## config.mk

```make
export PLATFORM = sky130hd
export DESIGN_NAME = sif_wa_responder
export DESIGN_NICKNAME = d
export VERILOG_FILES = /design/src/rtl/sif_wa_responder.sv
export SDC_FILE = /design/constraint.sdc
export NUM_CORES = 1
export LEC_CHECK = 0
export CAP_MARGIN = 10
export CORE_UTILIZATION = 57
export CTS_BUF_LIST = sky130_fd_sc_hd__clkbuf_2 sky130_fd_sc_hd__clkbuf_4 sky130_fd_sc_hd__clkbuf_8
export DETAILED_ROUTE_END_ITERATION = 10
export GPL_ROUTABILITY_DRIVEN = 0
export PLACE_DENSITY = 0.88
export RECOVER_POWER = 25
export SYNTH_ARGS = -nofsm -noshare
export SYNTH_HDL_FRONTEND = slang
export SYNTH_SLANG_ARGS = --single-unit
export TNS_END_PERCENT = 30
```

## constraint.sdc

```tcl
create_clock -name clk -period 1.9 [get_ports clk]
set_input_delay 0.475 -clock clk [delete_from_list [all_inputs] [get_ports clk]]
set_output_delay 0.475 -clock clk [all_outputs]
set_load 0.01 [all_outputs]
```

## src/rtl/sif_wa_responder.sv

```systemverilog
// XA-side command responder: decodes write/read/illegal strobes, buffers written
// words in a small FIFO and streams them out on the WA valid/ready port.
module sif_wa_responder #(
  parameter int DATA_W = 16,
  parameter int DEPTH  = 4
) (
  input  logic                   clk,
  input  logic                   rst_n,
  input  logic                   xa_wr_s,
  input  logic                   xa_rd_s,
  input  logic [DATA_W-1:0]      xa_data_in,
  output logic [DATA_W-1:0]      xa_data_out,
  output logic                   xa_rd_valid,
  output logic                   xa_illegal,
  output logic                   wa_valid,
  output logic [DATA_W-1:0]      wa_data,
  input  logic                   wa_ready,
  output logic                   overflow,
  output logic [$clog2(DEPTH):0] level
);

  localparam int AW = $clog2(DEPTH);
  localparam int LW = AW + 1;
  localparam logic [LW-1:0] LEVEL_ONE    = LW'(1);
  localparam logic [LW-1:0] LEVEL_ALMOST = LW'(DEPTH - 1);

  typedef enum logic [1:0] {
    ST_EMPTY = 2'd0,
    ST_HOLD  = 2'd1,
    ST_FULL  = 2'd2
  } state_t;

  state_t            state;
  logic [AW-1:0]     wr_ptr;
  logic [AW-1:0]     rd_ptr;
  logic [DATA_W-1:0] last_wr;
  logic [DATA_W-1:0] mem [DEPTH];

  logic is_write;
  logic is_read;
  logic is_illegal;
  logic pop;
  logic push;
  logic drop;

  always_comb begin
    is_write   = 1'b0;
    is_read    = 1'b0;
    is_illegal = 1'b0;
    case ({xa_wr_s, xa_rd_s})
      2'b10:   is_write   = 1'b1;
      2'b01:   is_read    = 1'b1;
      2'b11:   is_illegal = 1'b1;
      default: ;
    endcase
  end

  // A pop frees a slot in the same cycle, so a write into a full FIFO still lands.
  assign pop  = wa_valid & wa_ready;
  assign push = is_write & ((state != ST_FULL) | pop);
  assign drop = is_write & (state == ST_FULL) & ~pop;

  always_ff @(posedge clk) begin
    if (push) begin
      mem[wr_ptr] <= xa_data_in;
    end
  end

  // wa_valid is a register, so gating here also forces wa_data to 0 during reset.
  assign wa_data = wa_valid ? mem[rd_ptr] : '0;

  always_ff @(posedge clk or negedge rst_n) begin
    if (!rst_n) begin
      wr_ptr <= '0;
      rd_ptr <= '0;
      level  <= '0;
    end else begin
      if (push) begin
        wr_ptr <= wr_ptr + AW'(1);
      end
      if (pop) begin
        rd_ptr <= rd_ptr + AW'(1);
      end
      case ({push, pop})
        2'b10:   level <= level + LW'(1);
        2'b01:   level <= level - LW'(1);
        default: level <= level;
      endcase
    end
  end

  always_ff @(posedge clk or negedge rst_n) begin
    if (!rst_n) begin
      state    <= ST_EMPTY;
      wa_valid <= 1'b0;
    end else begin
      case (state)
        ST_EMPTY: begin
          if (push) begin
            state    <= ST_HOLD;
            wa_valid <= 1'b1;
          end
        end
        ST_HOLD: begin
          if (pop && !push && level == LEVEL_ONE) begin
            state    <= ST_EMPTY;
            wa_valid <= 1'b0;
          end else if (push && !pop && level == LEVEL_ALMOST) begin
            state <= ST_FULL;
          end
        end
        ST_FULL: begin
          if (pop && !push) begin
            state <= ST_HOLD;
          end
        end
        default: begin
          state    <= ST_EMPTY;
          wa_valid <= 1'b0;
        end
      endcase
    end
  end

  always_ff @(posedge clk or negedge rst_n) begin
    if (!rst_n) begin
      last_wr     <= '0;
      xa_data_out <= '0;
      xa_rd_valid <= 1'b0;
      xa_illegal  <= 1'b0;
      overflow    <= 1'b0;
    end else begin
      xa_rd_valid <= is_read;
      xa_illegal  <= is_illegal;
      if (is_read) begin
        xa_data_out <= last_wr;
      end
      if (push) begin
        last_wr <= xa_data_in;
      end
      if (drop) begin
        overflow <= 1'b1;
      end
    end
  end

endmodule

```

==> results of run 1 <==
[final cells by class]
| type | instances | area (um^2) | share of cell area, % |
|---|---|---|---|
| multi-input cells | 117 | 1290 | 22.8 |
| flip-flops and latches | 109 | 3050 | 53.7 |
| clock buffers | 10 | 138 | 2.42 |
| well taps | 99 | 124 | 2.18 |
| repair buffers | 98 | 980 | 17.3 |
| inverters | 7 | 26.3 | 0.463 |
| clock inverters | 6 | 68.8 | 1.21 |
[critical path, cell delays in order (launching register included)]
cell and delay (ns):
dfrtp_1 0.44, buf_6 0.19, buf_6 0.11, mux4_2 0.48
and2_4 0.16, buf_6 0.11
[registers in the layout, summed over array words and instances (netlist names), 2 cells and up]
name and cells:
rd_ptr 2, wr_ptr 2, last_wr 16, level 3
state 2, xa_data_out 16, mem 64
[layout by cell type (no fill, tap or decap), drive strengths merged]
cell	n
and2	22
o22ai	1
dlygate4sd3	4
mux2	32
dfrtp	45
nand2	5
a21oi	4
mux4	16
o21ai	4
xnor2	4
nor2	4
a211oi	2
bufinv	1
edfxtp	64
o211ai	1
a31o	1
nand4	1
buf	54
ha	8
inv	9
clkinvlp	1
and4	2
nand2b	2
a22o	2
nand3	1
o31ai	1
clkinv	2
nor2b	2
a311o	1
dlygate4sd2	1
clkbuf	12
clkdlybuf4s50	37
nor3	1
[cells by family (layout without fill, tap and decap cells)]
logic type,count (synthesis),count (layout),share of synthesized area [%]
xor gates and xnor gates,4,4,0.787
DFF,109,109,68.5
adders and majority gates,8,8,2.25
and+or+nand+nor,40,40,5.40
muxes,48,48,17.7
buffers and inverters,18,121,2.59
AOI/OAI and AO/OA,17,17,2.78
[routing by layer]
layer / up-vias / GRT usage [%] / wire length, um
met5: - / 0 / 0
met1: 1238 / 28.7 / 3530
met4: 0 / 8.20 / 175
met2: 69 / 40.1 / 4480
met3: 18 / 4.63 / 404
li1: 1107 / - / -
[worst paths after layout]
| kind | to | slack, ns |
|---|---|---|
| max reg2reg | mem[0][11]$_DFFE_PP_ | 0.21 |
| min reg2reg | overflow$_DFFE_PN0P_ | 0.48 |
| max in group asynchronous | xa_data_out[5]$_DFFE_PN0P_ | 0.33 |
| min in group clk | overflow$_DFFE_PN0P_ | 0.48 |
| min | xa_rd_valid$_DFF_PN0_ | 0.27 |
| max | wa_data[2] | -0.43 |
[metrics by stage]
step / instance area [um^2] / total power, W
after floorplan: 4450 / 0.00452
after global placement: 5340 / 0.00563
after detailed placement: 5340 / 0.00572
after CTS: 5650 / 0.00751
after global routing: 5680 / 0.00799
final: 5680 / 0.00762
[power groups by stage]
stage / logic, W / registers (W) / clock network, W
2_1_floorplan: 0.00137 / 0.00316 / 0
3_3_place_gp: 0.00250 / 0.00312 / 0
3_5_place_dp: 0.00258 / 0.00315 / 0
4_1_cts: 0.00295 / 0.00311 / 0.00145
5_1_grt: 0.00330 / 0.00316 / 0.00153
6_report: 0.00308 / 0.00312 / 0.00142
[repair_timing]
action	4_1_cts	5_1_grt
pin swaps	16	0
cloned	1	0
endpoints found under the setup margin	17	17
gates resized for setup	104	12
buffers inserted	10	0
==> key figures, run 1 <==
Outcome
  – Violated checks: negative setup slack
  – Outcome: finished, violations left

Setup path
  – Required time at the endpoint of the critical path: ~1.4 ns
  – Critical path class: register to output pin
  – Launch instance of the worst register-to-register path: wa_valid$_DFFE_PN0P_
  – Kind of end point of the critical path: output pin
  – Critical path fanouts, max: 8
  – Arrival time of the worst setup path: 1.85 ns
  – Cell depth of the worst flop-to-flop path: 5
  – Critical Path Source: rd_ptr[0]$_DFFE_PN0N_
  – Crit start category: register

Pwr
  – Int Power: 0.00542 W
  – Power per standard cell area: between 1000 and 1500 nW/um^2
  – VDD IR-drop max: 0.800 mV
  – Clk pwr share: between 10% and 20%
  – Seq pwr share: 40.9%
  – Part of the total power dissipated in combinational logic: 40.4%
  – Switching fraction of total power: 28.9%
  – Power spent charging and discharging nets: 0.00220 W
  – Leakage power of the design: 2.25 nW

STA
  – Final total negative setup slack: -6.05 ns
  – Slew Limit Headroom: 29.0%
  – Hold WS: 0.273 ns
  – Worst Tran Pin Value: 1.07 ns
  – Minimum period implied by the final worst setup slack: 2.33 ns
  – Setup repair after global routing missed its margin: yes
  – Post-layout worst setup margin: -0.427 ns
  – Final count of pins violating max slew: 0
  – Final setup violation count: 16
  – Highest clock frequency the design can meet: 430 MHz
  – Portion of the clock cycle consumed by the worst path in the final layout: 122%
  – Final Hold Violating Endpoints: 0
  – Final worst clock skew: 0.00928 ns

Synthesis
  – Count of warnings emitted by yosys: 0
  – Synth area leaders: edfxtp_1 43%, dfrtp_1 25%, mux2_2 5.6%
  – Cell accounting for the most synthesized area: edfxtp_1
  – Most frequent cells after synthesis: 64 x edfxtp_1, 45 x dfrtp_1, 22 x and2_1, 22 x mux2_2, 10 x mux2_4
  – Mean post-synth cell area: 18.2 um^2
  – Fraction of the yosys area taken by sequential cells: 68.5%
  – Post-synthesis instance area: 4450 um^2
  – Number of instances in the synthesized netlist: 244
  – Fraction of post-synthesis cell area in the top cell type by area: 43.2%
  – Share of async-settable or async-resettable flops after synthesis: 41.3%
  – Most common cell in the synthesized netlist: edfxtp_1
  – Predominant post-synthesis flop cell: edfxtp_1
  – Net count after synthesis: 273
  – Netlist cell types: 35
  – Number of synthesized flops with an enable pin: 64
  – Flip-flop and latch count after synthesis: 109

Clocking
  – Clock tree sinks: 109
  – Depth of the CTS H-tree: 3
  – CTS Hold Buffers Added: 0
  – Worst-case clock buffer depth: 2
  – Clock slew seen by the registers of the worst setup and hold paths: 0.10 ns
  – Clock Tree Root: clkbuf_8
  – Number of buffers added by the clock tree synthesis step: 9
  – Clock tree from TritonCTS: yes
  – Source-to-sink clock delay at the later pin of the worst-skew pair: ~0.36 ns

Die
  – Overall die area: 8160 um^2
  – Total core area: 7410 um^2
  – Starting Density: between 60% and 70%
  – Rows: 31
  – Vertical die dimension: 90.4 um
  – Die width: 90.4 um
  – Ports: 60

Placement
  – Post-DP HPWL: 5720 um
  – Worst setup slack before clock tree synthesis: -0.354 ns
  – Placed Cells: between 400 and 500
  – Number of buffers added on ports: 59

Detailed routing
  – Ratio of routed vias to standard cells: 5.45
  – Detailed-routing iteration count for the pre-antenna-repair pass: 4
  – DRC violation total after the first TritonRoute iteration: around 150
  – Routed wire length per instance: ~19 um
  – Number of nets still failing antenna checks after routing: 0
  – Post-route DRC violation count: 0
  – Total via count in the routed design: 2432
  – Total wirelength of the detailed-routed design: 8600 um

Cells and area
  – Share of layout cells above drive strength 1: about two fifths
  – Layout Nets: 371
  – Core occupancy in the finished layout: 76.6%
  – Final-layout fill cell count: 423
  – Number of inserted diodes: 0
  – Final cell count without fillers: between 400 and 500
  – Area Overhead vs Synth: 27.6%

Global route
  – Antenna violations before repair: 0
  – Wire length of the first global-routing pass: 13800 um
  – Remaining Overflow, GRT: 0
  – GR Util All Layers: 23.0%
  – Maximum number of pins on one net before global-route repair: 29
  – Number of global-route vias before repair: ~2600

Run
  – Max cap viols: 0

Worst hold path
  – Classification of the worst-slack hold path: primary input to async pin
No activity file was read; power rests on OpenSTA's default activity.
==> run 2, diff against run 1 <==
--- a/config.mk
+++ b/config.mk
@@ -5,6 +5,7 @@
 export SDC_FILE = /design/constraint.sdc
 export NUM_CORES = 1
 export LEC_CHECK = 0
+export ABC_AREA = 1
 export CAP_MARGIN = 10
 export CORE_UTILIZATION = 57
 export CTS_BUF_LIST = sky130_fd_sc_hd__clkbuf_2 sky130_fd_sc_hd__clkbuf_4 sky130_fd_sc_hd__clkbuf_8
==> run 2 against run 1 <==
Net effect: utilization fell by 2.2 points; worst hold slack improved by 0.017 ns; die area barely moved; sequential power rose by 2%; synthesized cell count rose by 66%; critical path depth rose by 2; combinational power fell by 6.8%; non-clock buffer count fell by 9; critical path type unchanged; the run still ends with negative setup slack left; sequential share of layout area rose by 1.6 points; global-route usage rose by 2.8 points; first-iteration DRC count rose by 21%; highest routed layer unchanged.
==> key figures, run 2 <==
Clocking
  – Clock Tree Root: clkbuf_8 (unchanged)
  – Worst-case clock buffer depth: 2 (unchanged)
  – Clock slew seen by the registers of the worst setup and hold paths: 0.10 ns (about the same)
  – Number of buffers added by the clock tree synthesis step: 9 (unchanged)
  – Clock tree from TritonCTS: yes (unchanged)
  – Depth of the CTS H-tree: 3 (unchanged)
  – CTS Hold Buffers Added: 0 (unchanged)
  – Source-to-sink clock delay at the later pin of the worst-skew pair: 0.37 ns (was 0.36 ns)
  – Clock tree sinks: 109 (unchanged)

Detailed routing
  – Post-route DRC violation count: 0 (unchanged)
  – DR WL met3: 572 um (was 404 um)
  – Detailed-routing iteration count for the pre-antenna-repair pass: 5 (was 4)
  – Ratio of routed vias to standard cells: 5.47 (was 5.45)
  – DRC violation total after the first TritonRoute iteration: 180 (was 149)
  – Sum of routed wire segments on met1: 3950 um (was 3530 um)
  – Routed wire length per instance: 16.6 um (was 19.3 um)
  – Highest metal layer with signal wires: met4 (unchanged)
  – DR WL met2: 5010 um (was 4480 um)
  – Number of nets still failing antenna checks after routing: 0 (unchanged)
  – Total via count in the routed design: 3234 (was 2432)
  – Total wirelength of the detailed-routed design: 9820 um (was 8600 um)

Setup path
  – Launch instance of the worst register-to-register path: wr_ptr[1]$_DFFE_PN0P_ (was wa_valid$_DFFE_PN0P_)
  – Critical path fanouts, max: 6 (was 8)
  – Cell depth of the worst flop-to-flop path: 5 (unchanged)
  – Required time at the endpoint of the critical path: 1.42 ns (about the same)
  – End point of the critical path: wa_data[4] (was wa_data[2])
  – Reg2Reg Capture Point: mem[1][15]$_DFFE_PP_ (was mem[0][11]$_DFFE_PP_)
  – Critical Path Source: rd_ptr[0]$_DFFE_PN0N_ (unchanged)
  – Crit start category: register (unchanged)
  – Critical path class: register to output pin (unchanged)
  – Kind of end point of the critical path: output pin (unchanged)
  – Arrival time of the worst setup path: 1.61 ns (was 1.85 ns)
  – R2R Setup Slk: 0.45 ns (was 0.21 ns)

Cells and area
  – Final-layout fill cell count: 456 (was 423)
  – Number of inserted diodes: 0 (unchanged)
  – Most frequent standard cell in the layout excluding fill and tap cells: nor2_1 (was edfxtp_1)
  – Layout Nets: 516 (was 371)
  – Most frequent cells in the layout: 82 x nor2_1, 64 x edfxtp_1, 53 x nand2_1, 43 x dfrtp_1, 37 x clkdlybuf4s50_1 (was 64 x edfxtp_1, 44 x dfrtp_1, 37 x clkdlybuf4s50_1, 25 x buf_6)
  – Area Overhead vs Synth: 24.1% (was 27.6%)
  – Largest registers in the final layout: mem x64, last_wr x16, xa_data_out x16 (unchanged)
  – Max FFs per register: 64 (unchanged)
  – Share of layout cells above drive strength 1: 17.1% (was 39.8%)
  – Post-route cell area: 5520 um^2 (was 5680 um^2)
  – Reg with most FFs: mem (unchanged)

Die
  – Overall die area: 8160 um^2 (about the same)
  – Starting Density: 60.0% (was 60.1%)
  – Rows: 31 (unchanged)
  – Total core area: 7410 um^2 (unchanged)
  – Ports: 60 (unchanged)
  – Die width: 90.3 um (was 90.4 um)
  – Vertical die dimension: 90.3 um (was 90.4 um)

Pwr
  – VDD IR-drop max: 0.654 mV (was 0.800 mV)
  – Power per standard cell area: 1380 nW/um^2 (was 1340 nW/um^2)
  – Leakage power of the design: 2.34 nW (was 2.25 nW)

STA
  – Portion of the clock cycle consumed by the worst path in the final layout: 110% (was 122%)
  – Final count of pins violating max slew: 0 (unchanged)
  – Worst Tran Pin Value: 1.12 ns (was 1.07 ns)
  – Minimum period implied by the final worst setup slack: 2.08 ns (was 2.33 ns)
  – Final Hold Violating Endpoints: 0 (unchanged)
  – Setup repair after global routing missed its margin: yes (unchanged)
  – Highest clock frequency the design can meet: 480 MHz (was 430 MHz)
  – Post-layout worst setup margin: -0.182 ns (was -0.427 ns)
  – Final worst clock skew: 0.00950 ns (was 0.00928 ns)
  – Final setup violation count: 16 (unchanged)
  – Slew Limit Headroom: 25.6% (was 29.0%)

Synthesis
  – Predominant post-synthesis flop cell: edfxtp_1 (unchanged)
  – Fraction of post-synthesis cell area in the top cell type by area: 43.2% (about the same)
  – Share of async-settable or async-resettable flops after synthesis: 41.3% (unchanged)
  – Mean post-synth cell area: 11.0 um^2 (was 18.2 um^2)
  – Net count after synthesis: 433 (was 273)
  – Fraction of the yosys area taken by sequential cells: 68.5% (about the same)
  – Count of warnings emitted by yosys: 0 (unchanged)
  – Number of synthesized flops with an enable pin: 64 (unchanged)
  – Cell accounting for the most synthesized area: edfxtp_1 (unchanged)
  – Synth area leaders: edfxtp_1 43%, dfrtp_1 25%, nor2_1 7.5% (was edfxtp_1 43%, dfrtp_1 25%, mux2_2 5.6%)
  – Flip-flop and latch count after synthesis: 109 (unchanged)
  – Number of instances in the synthesized netlist: 404 (was 244)
  – Post-synthesis instance area: 4450 um^2 (about the same)
  – Most common cell in the synthesized netlist: nor2_1 (was edfxtp_1)
  – Netlist cell types: 23 (was 35)
  – Most frequent cells after synthesis: 89 x nor2_1, 64 x edfxtp_1, 53 x nand2_1, 45 x dfrtp_1, 44 x o21ai_0 (was 64 x edfxtp_1, 45 x dfrtp_1, 22 x and2_1, 22 x mux2_2, 10 x mux2_4)

Global route
  – Number of global-route vias before repair: 3337 (was 2606)
  – Remaining Overflow, GRT: 0 (unchanged)
  – GR Util All Layers: 25.7% (was 23.0%)
  – Antenna violations before repair: 0 (unchanged)
  – Wire length of the first global-routing pass: 16000 um (was 13800 um)
  – Maximum number of pins on one net before global-route repair: 30 (was 29)

Placement
  – Post-DP HPWL: 6560 um (was 5720 um)
  – Placed Instance Area: 5330 um^2 (was 5340 um^2)
  – Number of buffers added on ports: 59 (unchanged)
  – Worst setup slack before clock tree synthesis: -0.273 ns (was -0.354 ns)

Run
  – Max cap viols: 0 (unchanged)

Outcome
  – Outcome: finished, violations left (unchanged)
  – Violated checks: negative setup slack (unchanged)

Worst hold path
  – Classification of the worst-slack hold path: primary input to async pin (unchanged)
==> run 2: cell count changes after synthesis, moves of 5 or more <==
cell,change
and2_1,-22
a21oi_1,+26
nor2_1,+85
o21ai_0,+40
mux4_1,-8
xor2_1,+5
inv_1,+21
nand2_1,+49
mux4_2,-8
mux2_4,-10
nand3_1,+6
mux2_2,-22
==> run 2: report_power, final <==
group	total, W	switching (W)	internal [W]
Combinational	0.00287	0.00161	0.00126
Sequential	0.00319	0.000246	0.00294
Clock	0.00154	0.000789	0.000752
==> run 2: what timing repair did <==
action                                  4_1_cts  5_1_grt
gates resized for setup                      84       13
endpoints found under the hold margin         0        0
endpoints found under the setup margin       16       17
gates cloned                                  1        0
pin swaps                                    12        8
buffers inserted                              3        0
==> run 2: logic make-up after synthesis <==
kind of cell	count (synthesis)	share of synthesized area, %
XOR/XNOR	5	0.984
flip-flops	109	68.5
buffers and inverters	48	5.04
AO/OA/AOI/OAI	77	8.80
adder cells (fa/ha/maj)	8	2.25
AND/OR/NAND/NOR	157	14.4
==> run 2: cell type report <==
cell class / instances / area, um^2 / area share [%]
Clock inverter: 7 / 97.6 / 1.77
Clock buffer: 9 / 124 / 2.24
Sequential cell: 109 / 3050 / 55.3
Tap cell: 99 / 124 / 2.24
Timing Repair Buffer: 89 / 808 / 14.6
Multi-Input combinational cell: 247 / 1200 / 21.7
Inverter: 31 / 116 / 2.11
==> run 2: through the flow <==
step                hold WS, ns  utilization (%)  total power [W]  TNS [ns]  std cells
global placement          0.455             71.9          0.00588     -1.70        572
global route              0.381             74.5          0.00802     -3.25        591
floorplan                 0.179                -          0.00468    -10.03        404
finish                    0.290             74.5          0.00760     -1.87        591
detailed placement        0.455             71.9          0.00605     -3.32        572
CTS                      0.0509             74.4          0.00757     -1.77        591
==> run 2: worst max-delay path, cell delays in order (launching register included) <==
cell and delay, ns:
dfrtp_2 0.45, buf_6 0.14, buf_6 0.12, nor2_1 0.05
nor2_1 0.07, o21ai_1 0.07, a21oi_1 0.18, buf_2 0.16
==> run 2: how the worst min path moves through the flow <==
stage | from | to | slack, ns
after global placement | rst_n | level[2]$_DFFE_PN0P_ | 0.46
after global routing | rst_n | level[2]$_DFFE_PN0P_ | 0.38
after floorplan | rst_n | last_wr[0]$_DFFE_PN0P_ | 0.18
after detailed placement | rst_n | level[2]$_DFFE_PN0P_ | 0.46
final | rst_n | level[2]$_DFFE_PN0P_ | 0.29
after CTS | rst_n | level[2]$_DFFE_PN0P_ | 0.05
==> run 2: metal layers <==
metal	vias up	GRT usage, %
li1	1499	-
met1	1579	31.4
met2	127	44.0
met3	29	4.21
met4	0	14.1
met5	-	0
==> run 3, diff against run 2 <==
--- a/config.mk
+++ b/config.mk
@@ -7,6 +7,7 @@
 export LEC_CHECK = 0
 export ABC_AREA = 1
 export CAP_MARGIN = 10
+export CORE_ASPECT_RATIO = 2
 export CORE_UTILIZATION = 57
 export CTS_BUF_LIST = sky130_fd_sc_hd__clkbuf_2 sky130_fd_sc_hd__clkbuf_4 sky130_fd_sc_hd__clkbuf_8
 export DETAILED_ROUTE_END_ITERATION = 10
==> run 3 against run 2 <==
Net effect: the run still ends with negative setup slack left; combinational power up 13%; wire length grew 2.7%; power is 3.2% higher; worst setup slack worse by 0.038 ns; critical endpoint is now wa_data[10].
==> key figures, run 3 (same netlist as run 2, synthesis figures left out) <==
STA
  – Slew Limit Headroom: 28.5% (was 25.6%)
  – Worst Tran Pin Value: 1.07 ns (was 1.12 ns)
  – Minimum period implied by the final worst setup slack: 2.12 ns (was 2.08 ns)
  – Final Hold Violating Endpoints: 0 (unchanged)
  – Setup repair after global routing missed its margin: yes (unchanged)
  – Highest clock frequency the design can meet: 472 MHz (was 480 MHz)
  – Final count of pins violating max slew: 0 (unchanged)
  – Post-layout worst setup margin: -0.220 ns (was -0.182 ns)
  – Final setup violation count: 16 (unchanged)
  – Final worst clock skew: 0.00671 ns (was 0.00950 ns)
  – Portion of the clock cycle consumed by the worst path in the final layout: 112% (was 110%)

Cells and area
  – Final cell count without fillers: 593 (was 591)
  – Layout Nets: 523 (was 516)
  – Most frequent standard cell in the layout excluding fill and tap cells: nor2_1 (unchanged)
  – Reg with most FFs: mem (unchanged)
  – Max FFs per register: 64 (unchanged)
  – Number of inserted diodes: 0 (unchanged)
  – Post-route cell area: 5640 um^2 (was 5520 um^2)
  – Most frequent cells in the layout: 77 x nor2_1, 64 x edfxtp_1, 53 x nand2_1, 44 x dfrtp_1, 37 x clkdlybuf4s50_1 (was 82 x nor2_1, 64 x edfxtp_1, 53 x nand2_1, 43 x dfrtp_1, 37 x clkdlybuf4s50_1)
  – Share of layout cells above drive strength 1: 19.4% (was 17.1%)
  – Largest registers in the final layout: mem x64, last_wr x16, xa_data_out x16 (unchanged)
  – Area Overhead vs Synth: 26.7% (was 24.1%)

Clocking
  – Clock tree from TritonCTS: yes (unchanged)
  – Clock tree sinks: 109 (unchanged)
  – Source-to-sink clock delay at the later pin of the worst-skew pair: 0.37 ns (about the same)
  – Number of buffers added by the clock tree synthesis step: 9 (unchanged)
  – Worst-case clock buffer depth: 2 (unchanged)
  – Clock Tree Root: clkbuf_8 (unchanged)
  – Clock slew seen by the registers of the worst setup and hold paths: 0.10 ns (about the same)
  – CTS Hold Buffers Added: 0 (unchanged)
  – Depth of the CTS H-tree: 3 (unchanged)

Die
  – Ports: 60 (unchanged)
  – Total core area: 7540 um^2 (was 7410 um^2)
  – Overall die area: 8180 um^2 (was 8160 um^2)
  – Die width: 64.5 um (was 90.3 um)
  – Rows: 45 (was 31)
  – Vertical die dimension: 127 um (was 90.3 um)
  – Starting Density: 59.0% (was 60.0%)

Run
  – Max cap viols: 0 (unchanged)

Detailed routing
  – Ratio of routed vias to standard cells: 5.51 (was 5.47)
  – Total wirelength of the detailed-routed design: 10100 um (was 9820 um)
  – Post-route DRC violation count: 0 (unchanged)
  – Total via count in the routed design: 3269 (was 3234)
  – Number of nets still failing antenna checks after routing: 0 (unchanged)
  – Detailed-routing iteration count for the pre-antenna-repair pass: 4 (was 5)
  – DRC violation total after the first TritonRoute iteration: 216 (was 180)
  – Routed wire length per instance: 17.0 um (was 16.6 um)

Outcome
  – Violated checks: negative setup slack (unchanged)
  – Outcome: finished, violations left (unchanged)

Placement
  – Worst setup slack before clock tree synthesis: -0.227 ns (was -0.273 ns)
  – Placed Cells: 570 (was 572)
  – Number of buffers added on ports: 59 (unchanged)
  – Placed Instance Area: 5310 um^2 (was 5330 um^2)
  – Post-DP HPWL: 6620 um (was 6560 um)

Global route
  – GR Util All Layers: 26.7% (was 25.7%)
  – Maximum number of pins on one net before global-route repair: 46 (was 30)
  – Wire length of the first global-routing pass: 15900 um (was 16000 um)
  – Remaining Overflow, GRT: 0 (unchanged)
  – Number of global-route vias before repair: 3268 (was 3337)
  – Antenna violations before repair: 0 (unchanged)

Setup path
  – Critical path class: register to output pin (unchanged)
  – Critical path fanouts, max: 8 (was 6)
  – Arrival time of the worst setup path: 1.64 ns (was 1.61 ns)
  – Crit start category: register (unchanged)
  – Required time at the endpoint of the critical path: 1.42 ns (about the same)
  – Kind of end point of the critical path: output pin (unchanged)

Worst hold path
  – Classification of the worst-slack hold path: primary input to async pin (unchanged)

Pwr
  – Power per standard cell area: 1390 nW/um^2 (was 1380 nW/um^2)
  – VDD IR-drop max: 0.888 mV (was 0.654 mV)
  – Leakage power of the design: 2.40 nW (was 2.34 nW)
run 3: power by group:
part	leakage, nW	internal (W)	switching (W)
clock	0.105	0.000618	0.000771
sequential	1.12	0.00294	0.000261
combinational	1.18	0.00152	0.00173
run 3: repair_timing:
action / in CTS / in global routing
setup buffers: 4 / 0
cloned: 2 / 1
gates resized for setup: 89 / 34
setup endpoints to repair: 16 / 16
hold endpoints to repair: 0 / 0
pin swaps: 10 / 12
run 3: final timing paths:
kind	startpoint	to	slack (ns)	depth (start not counted)
max in group asynchronous	rst_n	rd_ptr[0]$_DFFE_PN0N_	0.82	2
hold / removal	rst_n	xa_illegal$_DFF_PN0_	0.36	2
hold reg to reg	xa_data_out[12]$_DFFE_PN0P_	xa_data_out[12]$_DFFE_PN0P_	0.49	2
setup reg to reg	wa_valid$_DFFE_PN0P_	state[1]$_DFFE_PN0P_	0.44	9
setup / recovery	rd_ptr[0]$_DFFE_PN0N_	wa_data[10]	-0.22	7
min in group clk	xa_data_out[12]$_DFFE_PN0P_	xa_data_out[12]$_DFFE_PN0P_	0.49	2
run 3: area by class of cell:
type	count	area (um^2)
clock buffer	9	124
multi-input combinational	247	1230
sequential	109	3050
clock inverter	7	73.8
inverter	31	129
timing repair buffer	96	910
fill	494	1910
tap	94	118
run 3: metrics by stage:
stage / total power (W) / TNS, ns / hold WS [ns] / utilization (%)
global placement: 0.00590 / -2.36 / 0.457 / 70.3
CTS: 0.00761 / -2.31 / 0.166 / 73.5
finish: 0.00784 / -2.47 / 0.358 / 74.7
global route: 0.00829 / -3.72 / 0.475 / 74.7
floorplan: 0.00468 / -10.03 / 0.179 / -
detailed placement: 0.00606 / -6.45 / 0.463 / 70.3
run 3: metal layers:
| layer | track usage, % | wire length [um] |
|---|---|---|
| met2 | 47.7 | 5600 |
| met4 | 13.9 | 346 |
| met1 | 29.8 | 3650 |
| met3 | 4.41 | 483 |
| met5 | 0 | 0 |
run 3: worst max-delay path, stage by stage, from the launching register on:
cell	delay (ns)
dfrtp_2	0.45
buf_6	0.13
buf_6	0.12
nor2_1	0.06
nor2_1	0.11
o21ai_1	0.08
a21oi_1	0.16
buf_2	0.16
